File: config.mk
export PLATFORM = sky130hd
export DESIGN_NAME = mips32_mem_arbiter
export DESIGN_NICKNAME = d
export VERILOG_FILES = /design/src/rtl/mips32_mem_pkg.sv /design/src/rtl/mips32_mem_pick.sv /design/src/rtl/mips32_mem_arbiter.sv
export SDC_FILE = /design/constraint.sdc
export NUM_CORES = 1
export LEC_CHECK = 0
export CAP_MARGIN = 20
export CORE_MARGIN = 5
export CORE_UTILIZATION = 30
export CTS_BUF_LIST = sky130_fd_sc_hd__clkbuf_16
export DETAILED_ROUTE_END_ITERATION = 10
export GPL_TIMING_DRIVEN = 0
export PLACE_DENSITY_LB_ADDON = 0.05
export SLEW_MARGIN = 0
export SYNTH_ARGS = -nofsm -noshare
export SYNTH_HDL_FRONTEND = slang
export SYNTH_SLANG_ARGS = --single-unit
File: constraint.sdc
create_clock -name clk1 -period 3.3 [get_ports clk1]
set_input_delay 0.495 -clock clk1 [delete_from_list [all_inputs] [get_ports clk1]]
set_output_delay 0.495 -clock clk1 [all_outputs]
set_load 0.02 [all_outputs]
File: src/rtl/mips32_mem_pkg.sv
// Shared definitions for the mips32 single-port memory arbiter:
// requester IDs, arbiter FSM states and legal RAM latency bounds.
package mips32_mem_pkg;

    typedef enum logic [1:0] {
        ID_HOST  = 2'd0,
        ID_DATA  = 2'd1,
        ID_FETCH = 2'd2,
        ID_NONE  = 2'd3
    } req_id_e;

    typedef enum logic [1:0] {
        IDLE  = 2'd0,
        ISSUE = 2'd1,
        WAIT  = 2'd2,
        RESP  = 2'd3
    } arb_state_e;

    localparam int unsigned MEM_LAT_MIN = 1;
    localparam int unsigned MEM_LAT_MAX = 4;

endpackage

File: src/rtl/mips32_mem_pick.sv
// Combinational priority picker: host > data > fetch, except that a
// starved fetch request wins outright.
module mips32_mem_pick
    import mips32_mem_pkg::*;
(
    input  logic    h_req,
    input  logic    d_req,
    input  logic    f_req,
    input  logic    starve,
    output req_id_e winner
);

    always_comb begin
        winner = ID_NONE;
        if (f_req && starve) begin
            winner = ID_FETCH;
        end else if (h_req) begin
            winner = ID_HOST;
        end else if (d_req) begin
            winner = ID_DATA;
        end else if (f_req) begin
            winner = ID_FETCH;
        end
    end

endmodule

File: src/rtl/mips32_mem_arbiter.sv
// Single-port RAM arbiter for host, MEM-stage data and IF-stage fetch
// requesters; serialises accesses and hides the RAM read latency.
module mips32_mem_arbiter
    import mips32_mem_pkg::*;
#(
    parameter int unsigned AW         = 10,
    parameter int unsigned DW         = 32,
    parameter int unsigned MEM_LAT    = 1,
    parameter int unsigned STARVE_LIM = 8
) (
    input  logic          clk1,
    input  logic          rst_n,
    input  logic          h_req,
    input  logic          h_we,
    input  logic [AW-1:0] h_addr,
    input  logic [DW-1:0] h_wdata,
    output logic          h_ack,
    output logic [DW-1:0] h_rdata,
    input  logic          d_req,
    input  logic          d_we,
    input  logic [AW-1:0] d_addr,
    input  logic [DW-1:0] d_wdata,
    output logic          d_ack,
    output logic [DW-1:0] d_rdata,
    input  logic          f_req,
    input  logic [AW-1:0] f_addr,
    output logic          f_ack,
    output logic [DW-1:0] f_rdata,
    output logic          mem_en,
    output logic          mem_we,
    output logic [AW-1:0] mem_addr,
    output logic [DW-1:0] mem_wdata,
    input  logic [DW-1:0] mem_rdata,
    output logic          busy,
    output logic [1:0]    grant_id
);

    localparam int unsigned SW = $clog2(STARVE_LIM + 1);
    localparam int unsigned LW = $clog2(MEM_LAT_MAX);
    localparam logic [SW-1:0] STARVE_MAX = SW'(STARVE_LIM);
    localparam logic [LW-1:0] LAT_LOAD   = LW'((MEM_LAT > 1) ? MEM_LAT - 2 : 0);

    arb_state_e    state_q, state_d;
    req_id_e       grant_q, grant_d;
    req_id_e       winner;
    logic [SW-1:0] starve_q, starve_d;
    logic [LW-1:0] lat_q, lat_d;
    logic          we_q, we_d;
    logic [AW-1:0] addr_q, addr_d;
    logic [DW-1:0] wdata_q, wdata_d;
    logic          mem_en_q, mem_en_d;
    logic          mem_we_q, mem_we_d;
    logic          busy_q, busy_d;
    logic          h_ack_q, h_ack_d;
    logic          d_ack_q, d_ack_d;
    logic          f_ack_q, f_ack_d;
    logic [DW-1:0] h_rdata_q, h_rdata_d;
    logic [DW-1:0] d_rdata_q, d_rdata_d;
    logic [DW-1:0] f_rdata_q, f_rdata_d;

    mips32_mem_pick u_pick (
        .h_req  (h_req),
        .d_req  (d_req),
        .f_req  (f_req),
        .starve (starve_q == STARVE_MAX),
        .winner (winner)
    );

    always_comb begin
        state_d   = state_q;
        grant_d   = grant_q;
        starve_d  = starve_q;
        lat_d     = lat_q;
        we_d      = we_q;
        addr_d    = addr_q;
        wdata_d   = wdata_q;
        mem_en_d  = 1'b0;
        mem_we_d  = 1'b0;
        h_rdata_d = h_rdata_q;
        d_rdata_d = d_rdata_q;
        f_rdata_d = f_rdata_q;

        case (state_q)
            IDLE: begin
                grant_d = winner;
                if (winner != ID_NONE) begin
                    state_d  = ISSUE;
                    mem_en_d = 1'b1;
                    case (winner)
                        ID_HOST: begin
                            we_d = h_we; addr_d = h_addr; wdata_d = h_wdata;
                        end
                        ID_DATA: begin
                            we_d = d_we; addr_d = d_addr; wdata_d = d_wdata;
                        end
                        default: begin
                            we_d = 1'b0; addr_d = f_addr;
                        end
                    endcase
                    mem_we_d = we_d;
                    if (winner == ID_FETCH) begin
                        starve_d = '0;
                    end else if (f_req && (starve_q != STARVE_MAX)) begin
                        starve_d = starve_q + SW'(1);
                    end
                end
            end
            ISSUE: begin
                if (MEM_LAT == 1) begin
                    state_d = RESP;
                end else begin
                    lat_d   = LAT_LOAD;
                    state_d = WAIT;
                end
            end
            WAIT: begin
                if (lat_q == '0) begin
                    state_d = RESP;
                end else begin
                    lat_d = lat_q - LW'(1);
                end
            end
            default: begin
                state_d = IDLE;
                grant_d = ID_NONE;
                if (!we_q) begin
                    case (grant_q)
                        ID_HOST:  h_rdata_d = mem_rdata;
                        ID_DATA:  d_rdata_d = mem_rdata;
                        ID_FETCH: f_rdata_d = mem_rdata;
                        default:  ;
                    endcase
                end
            end
        endcase

        busy_d  = (state_d != IDLE);
        h_ack_d = (state_d == RESP) && (grant_q == ID_HOST);
        d_ack_d = (state_d == RESP) && (grant_q == ID_DATA);
        f_ack_d = (state_d == RESP) && (grant_q == ID_FETCH);
    end

    always_ff @(posedge clk1) begin
        if (!rst_n) begin
            state_q   <= IDLE;
            grant_q   <= ID_NONE;
            starve_q  <= '0;
            lat_q     <= '0;
            we_q      <= 1'b0;
            addr_q    <= '0;
            wdata_q   <= '0;
            mem_en_q  <= 1'b0;
            mem_we_q  <= 1'b0;
            busy_q    <= 1'b0;
            h_ack_q   <= 1'b0;
            d_ack_q   <= 1'b0;
            f_ack_q   <= 1'b0;
            h_rdata_q <= '0;
            d_rdata_q <= '0;
            f_rdata_q <= '0;
        end else begin
            state_q   <= state_d;
            grant_q   <= grant_d;
            starve_q  <= starve_d;
            lat_q     <= lat_d;
            we_q      <= we_d;
            addr_q    <= addr_d;
            wdata_q   <= wdata_d;
            mem_en_q  <= mem_en_d;
            mem_we_q  <= mem_we_d;
            busy_q    <= busy_d;
            h_ack_q   <= h_ack_d;
            d_ack_q   <= d_ack_d;
            f_ack_q   <= f_ack_d;
            h_rdata_q <= h_rdata_d;
            d_rdata_q <= d_rdata_d;
            f_rdata_q <= f_rdata_d;
        end
    end

    // RAM output is itself registered and only valid during the ack cycle,
    // so the owner's rdata forwards it then and holds the captured copy after.
    assign h_rdata   = (h_ack_q && !we_q) ? mem_rdata : h_rdata_q;
    assign d_rdata   = (d_ack_q && !we_q) ? mem_rdata : d_rdata_q;
    assign f_rdata   = (f_ack_q && !we_q) ? mem_rdata : f_rdata_q;
    assign h_ack     = h_ack_q;
    assign d_ack     = d_ack_q;
    assign f_ack     = f_ack_q;
    assign mem_en    = mem_en_q;
    assign mem_we    = mem_we_q;
    assign mem_addr  = addr_q;
    assign mem_wdata = wdata_q;
    assign busy      = busy_q;
    assign grant_id  = grant_q;

endmodule
Word level (Yosys, flattened, before mapping) --
Index checks and enable logic that the tools add are counted.
Word-level totals: register bits 155, input bits 133, word-level logic and storage cells 75, output and inout port bits 146
Cells by class: reductions and logical operators 27, bitwise operators 3, mux-type cells 17, equality and inequality tests 10, add/sub/neg operators 2
Operator list (count):
- two-way mux 32 bit | 3
- case mux 32 bit (2 select lines) | 1
- case mux 10 bit (2 select lines) | 1
- AND reduction 3 bit | 6
- two-way mux 2 bit | 5
- equality test 2 bit, second input constant | 4
- logical AND 1 bit | 8
- logical NOT 2 bit | 4
- two-way mux 4 bit | 2
- equality test 2 x 1 -> 1 bit, second input constant | 3
- case mux 2 bit (3 select lines) | 1
- AND reduction 2 bit | 3
- nonzero test 2 bit | 3
- adder 4 x 1 -> 4 bit, second input constant | 1
- equality test 4 bit, second input constant | 1
- != test 4 bit, second input constant | 1
- case mux 2 bit (2 select lines) | 1
- inverter 1 bit | 3
- OR reduction 3 bit | 1
- two-way mux 1 bit | 2
- != test 2 bit, second input constant | 1
- case mux 1 bit (2 select lines) | 1
- OR reduction 2 bit | 1
- subtractor 2 x 1 -> 2 bit, second input constant | 1
- logical NOT 1 bit | 1

Longest topological paths before layout --
word-level depth 9, mapped depth 9, gate-level depth less buffers 6

Hierarchy --
Synthesis repeated with hierarchy kept, for this count alone.
Second synthesis, totals: cell total of the unflattened synthesis 821, area, all modules 7280.7 sq um
By module, submodules not included:
- mips32_mem_arbiter | instances 1, seq. area each 3103.0 sq um, area each 7257.0 sq um, cells each 817
- mips32_mem_pick | instances 1, seq. area each 0.0 sq um, area each 23.8 sq um, cells each 4

Least setup slack after synthesis --
Ideal clock, no wire load.
path kind reg-to-output, start point register h_ack_q (netlist: h_ack), end point output port h_rdata[10], cell stages (with the launch flop) 5, slack 1441 ps, arrival time 1364 ps, buffers on the path 2, required time 2805 ps, cell sequence dfxtp_1 nor2b_1 clkbuf_1 buf_2 mux2_2
On the way: word-level cells in the longest chain between the ends 2
RTL lines:
- from (decl) | RTL line mips32_mem_arbiter.sv:54 | logic h_ack_q, h_ack_d;
- from (signal assigned) | RTL line mips32_mem_arbiter.sv:172 | h_ack_q <= h_ack_d;
- logical AND 1 bit | RTL line mips32_mem_arbiter.sv:183 | assign h_rdata = (h_ack_q && !we_q) ? mem_rdata : h_rdata_q;
- two-way mux 32 bit | RTL line mips32_mem_arbiter.sv:183
- to (decl) | RTL line mips32_mem_arbiter.sv:18 | output logic [DW-1:0] h_rdata,
Every way passes these cells.

Worst setup path after layout --
start point register we_q, end point output port d_rdata[3]
On the way: word-level cells in the longest chain between the ends 3
RTL lines:
- from (decl) | RTL line mips32_mem_arbiter.sv:48 | logic we_q, we_d;
- from (signal assigned) | RTL line mips32_mem_arbiter.sv:166 | we_q <= we_d;
- logical NOT 1 bit | RTL line mips32_mem_arbiter.sv:184 | assign d_rdata = (d_ack_q && !we_q) ? mem_rdata : d_rdata_q;
- logical AND 1 bit | RTL line mips32_mem_arbiter.sv:184
- two-way mux 32 bit | RTL line mips32_mem_arbiter.sv:184
- to (decl) | RTL line mips32_mem_arbiter.sv:24 | output logic [DW-1:0] d_rdata,
Every way passes these cells.

==> flow_metrics.py <==
metrics = {
    "outcome": {
        "status": "complete, no violations",
    },
    "timing": {
        "maxSlewHeadroom_pct": 63.6,
        "finalSetupViolations": 0,
        "tightest_slew_ns": 0.546,
        "fin_setup_tns_ns": 0,
        "hold_viol": 0,
        "period_share_pct": 93.2,
        "fmax_mhz": 325,
        "rsz0062_at_grt": "no",
        "slew_viol_final": 0,
        "fin_crit_ns": 3.08,
        "clock-skew-final_ns": 0.00885,
    },
    "critical_path": {
        "crit_fanout": 10,
        "path_class": "flop to output port",
        "r2r_setup_slack_ns": 1.27,
        "crit_end": "d_rdata[3]",
        "reg2reg_from": "state_q[0]$_SDFF_PN0_",
        "worst_r2r_path_depth": 7,
        "startpoint": "we_q$_SDFFE_PN0P_",
        "critical_path.startpoint_type": "flop",
        "cp-end-kind": "output port",
        "reg2reg_to": "mem_addr[4]$_SDFFE_PN0P_",
        "cp.arrival_ns": 2.58,
        "required_ns": 2.80,
    },
    "floorplanning": {
        "core_area_um2": 24200,
        "pin_count": 279,
        "die-height_um": 167,
        "start_util_pct": 30.3,
        "die_x_um": 167,
        "row_count": 57,
        "dieArea_um2": 27700,
    },
    "logic_synthesis": {
        "synth_seq_area_share_pct": 42.2,
        "synth-seq-cells": 155,
        "synth.most_common_cell": "nand2_1",
        "synth-adder-area-share_pct": 1.19,
        "synthCells": 774,
        "synthSimpleGateAreaFrac_pct": 14.1,
        "synth-compound-area-share_pct": 17.0,
        "synth_top_family_by_area": "multiplexers",
        "yosysWarnings": 0,
        "synth_edf_count": 0,
        "syn_nets": 914,
        "yosysTopAreaCellShare_pct": 42.2,
        "netlist_area_um2": 7350,
        "yosys.area.top_type": "dfxtp_1",
        "synth_cell_type_count": 49,
        "synthArstFlopShare_pct": 0,
        "synthMuxAreaShare_pct": 20.6,
        "synth_common_cells": "198 x nand2_1, 155 x dfxtp_1, 91 x mux2_2, 70 x a21boi_0, 43 x mux2i_1",
        "synth-xor-area-share_pct": 0.119,
        "synthFlopType": "dfxtp_1",
        "syn_avg_cell_area_um2": 9.50,
        "synth.top_cells.by_area": "dfxtp_1 42%, mux2_2 14%, nand2_1 10%, a21boi_0 7.2%, mux2i_1 5.9%",
    },
    "clock_network": {
        "cts_hold_buffers": 0,
        "clk_pin_slew_ns": 0.07,
        "cts_tree": "yes",
        "post_cts_resized": 0,
        "h-tree-depth": 4,
        "cts.sinks": 155,
        "worstSkewPairLatency_ns": 0.42,
        "cts_setup_buffers": 0,
        "cts_root_buffer": "clkbuf_16",
        "numCtsBuffers": 17,
        "ctsLongestPathBuffers": 2,
    },
    "placed_design": {
        "place_hpwl_um": 18200,
        "dp_cells": 1376,
        "io_buffer_count": 278,
        "gp_congestion": 0.732,
    },
    "flow_run": {
        "max_cap_viol_count": 0,
    },
    "cells_and_area": {
        "drive_gt1_share_pct": 14.5,
        "stdcell_count": 1408,
        "fillers": 2423,
        "area_delta_synth_final_pct": 51.8,
        "n_antenna_cell": 0,
        "nets": 1211,
        "utilization_pct": 46.0,
    },
    "global_route": {
        "grt_pass1_wl_um": 38000,
        "track_usage_pct": 17.0,
        "first_global_vias": 6585,
        "grt_max_degree": 17,
        "antenna_found_initial": 0,
        "overflow": 0,
    },
    "detailed_routing": {
        "drtAntennaViolNets": 0,
        "avgRoutedWirePerCell_um": 17.1,
        "wl_um": 24000,
        "drcViolationCount": 0,
        "drtIter0Drc": 262,
        "first_pass_iters": 4,
        "vias_per_cell": 4.61,
        "vias": 6495,
    },
    "min_path": {
        "hold_class": "flop to flop",
    },
    "pwr": {
        "power_mw": 6.30,
        "powerDensity_nw_per_um2": 564,
        "irDropWorstVdd_mv": 0.251,
        "leakagePower_nw": 4.09,
    },
}
## sequential cells by signal, summed over array words and instances, names as in the netlist, 2 cells and up
register,flops
d_rdata_q,32
f_rdata_q,32
grant_id,2
h_rdata_q,32
lat_q,2
mem_addr,10
mem_wdata,32
starve_q,4
state_q,2
## cell families after synthesis
logic type               after synthesis
adder cells (fa/ha/maj)                7
buffers and inverters                 68
multiplexers                         139
AO/OA/AOI/OAI                        163
XOR/XNOR                               1
AND/OR/NAND/NOR                      241
flip-flops                           155
## layout make-up
type | count | area (um^2) | share of cell area, %
sequential | 155 | 3100 | 27.8
multi-input combinational | 551 | 3890 | 34.9
buffer | 62 | 330 | 2.96
clock inverter | 15 | 194 | 1.74
clock buffer | 17 | 425 | 3.81
inverter | 6 | 22.5 | 0.202
timing repair buffer | 278 | 2780 | 24.9
tap | 324 | 405 | 3.63
## per-stage QoR
| step | hold slack, ns | setup slack, ns | cell area, um^2 |
|---|---|---|---|
| 2_1_floorplan | 0.432 | 1.44 | 7350 |
| 3_3_place_gp | 0.439 | 0.609 | 10500 |
| 3_5_place_dp | 0.443 | 0.612 | 10500 |
| 4_1_cts | 0.453 | 0.154 | 11200 |
| 5_1_grt | 0.466 | 0.0770 | 11200 |
| 6_report | 0.451 | 0.224 | 11200 |
## critical path, stage by stage, from the launching register on
cell and delay [ns]:
dfxtp_1 0.43, nand2b_1 0.13, clkbuf_1 0.29, buf_2 0.36, mux2_2 0.37, clkdlybuf4s50_1 0.57
## power by group
part	internal (mW)	switching (mW)	total, mW	leakage, nW
Combinational	0.938	1.02	1.96	2.54
Clock	1.27	0.819	2.09	0.295
Sequential	2.11	0.145	2.25	1.26
Total	4.31	1.98	6.30	4.09
## placed cells by master (no fill, tap or decap), types with 4 or more instances in the layout
master           instances
o221ai_1                10
ha_1                     7
mux2_2                  91
o2bb2ai_1               32
bufinv_16                4
clkbuf_1                32
buf_2                   23
mux2_1                   5
clkinv_1                 4
a21oi_1                 11
a21boi_1                28
dfxtp_1                155
inv_1                    6
clkbuf_16               17
nor2b_1                  6
inv_6                    4
nand2_1                198
nor2_1                   7
clkdlybuf4s50_1        278
nand2b_1                 6
and2_1                   4
mux2i_1                 43
a21boi_0                70
## how the worst min path moves through the flow
stage	from	slack (ns)	cells after the start	to
2_1_floorplan	f_rdata_q[19]$_SDFFE_PN0P_	0.43	2	f_rdata_q[19]$_SDFFE_PN0P_
3_3_place_gp	h_rdata_q[26]$_SDFFE_PN0P_	0.44	2	h_rdata_q[26]$_SDFFE_PN0P_
3_5_place_dp	h_rdata_q[23]$_SDFFE_PN0P_	0.44	2	h_rdata_q[23]$_SDFFE_PN0P_
4_1_cts	h_rdata_q[23]$_SDFFE_PN0P_	0.45	2	h_rdata_q[23]$_SDFFE_PN0P_
5_1_grt	f_rdata_q[29]$_SDFFE_PN0P_	0.47	2	f_rdata_q[29]$_SDFFE_PN0P_
6_report	f_rdata_q[27]$_SDFFE_PN0P_	0.45	2	f_rdata_q[27]$_SDFFE_PN0P_
## layer usage
layer	GRT usage [%]	part of all wire [%]
met1	20.9	44
met2	29.2	48
met3	5.52	6.9
met4	4.13	0.86
met5	0	0
Power figures use the tool's default switching activity.
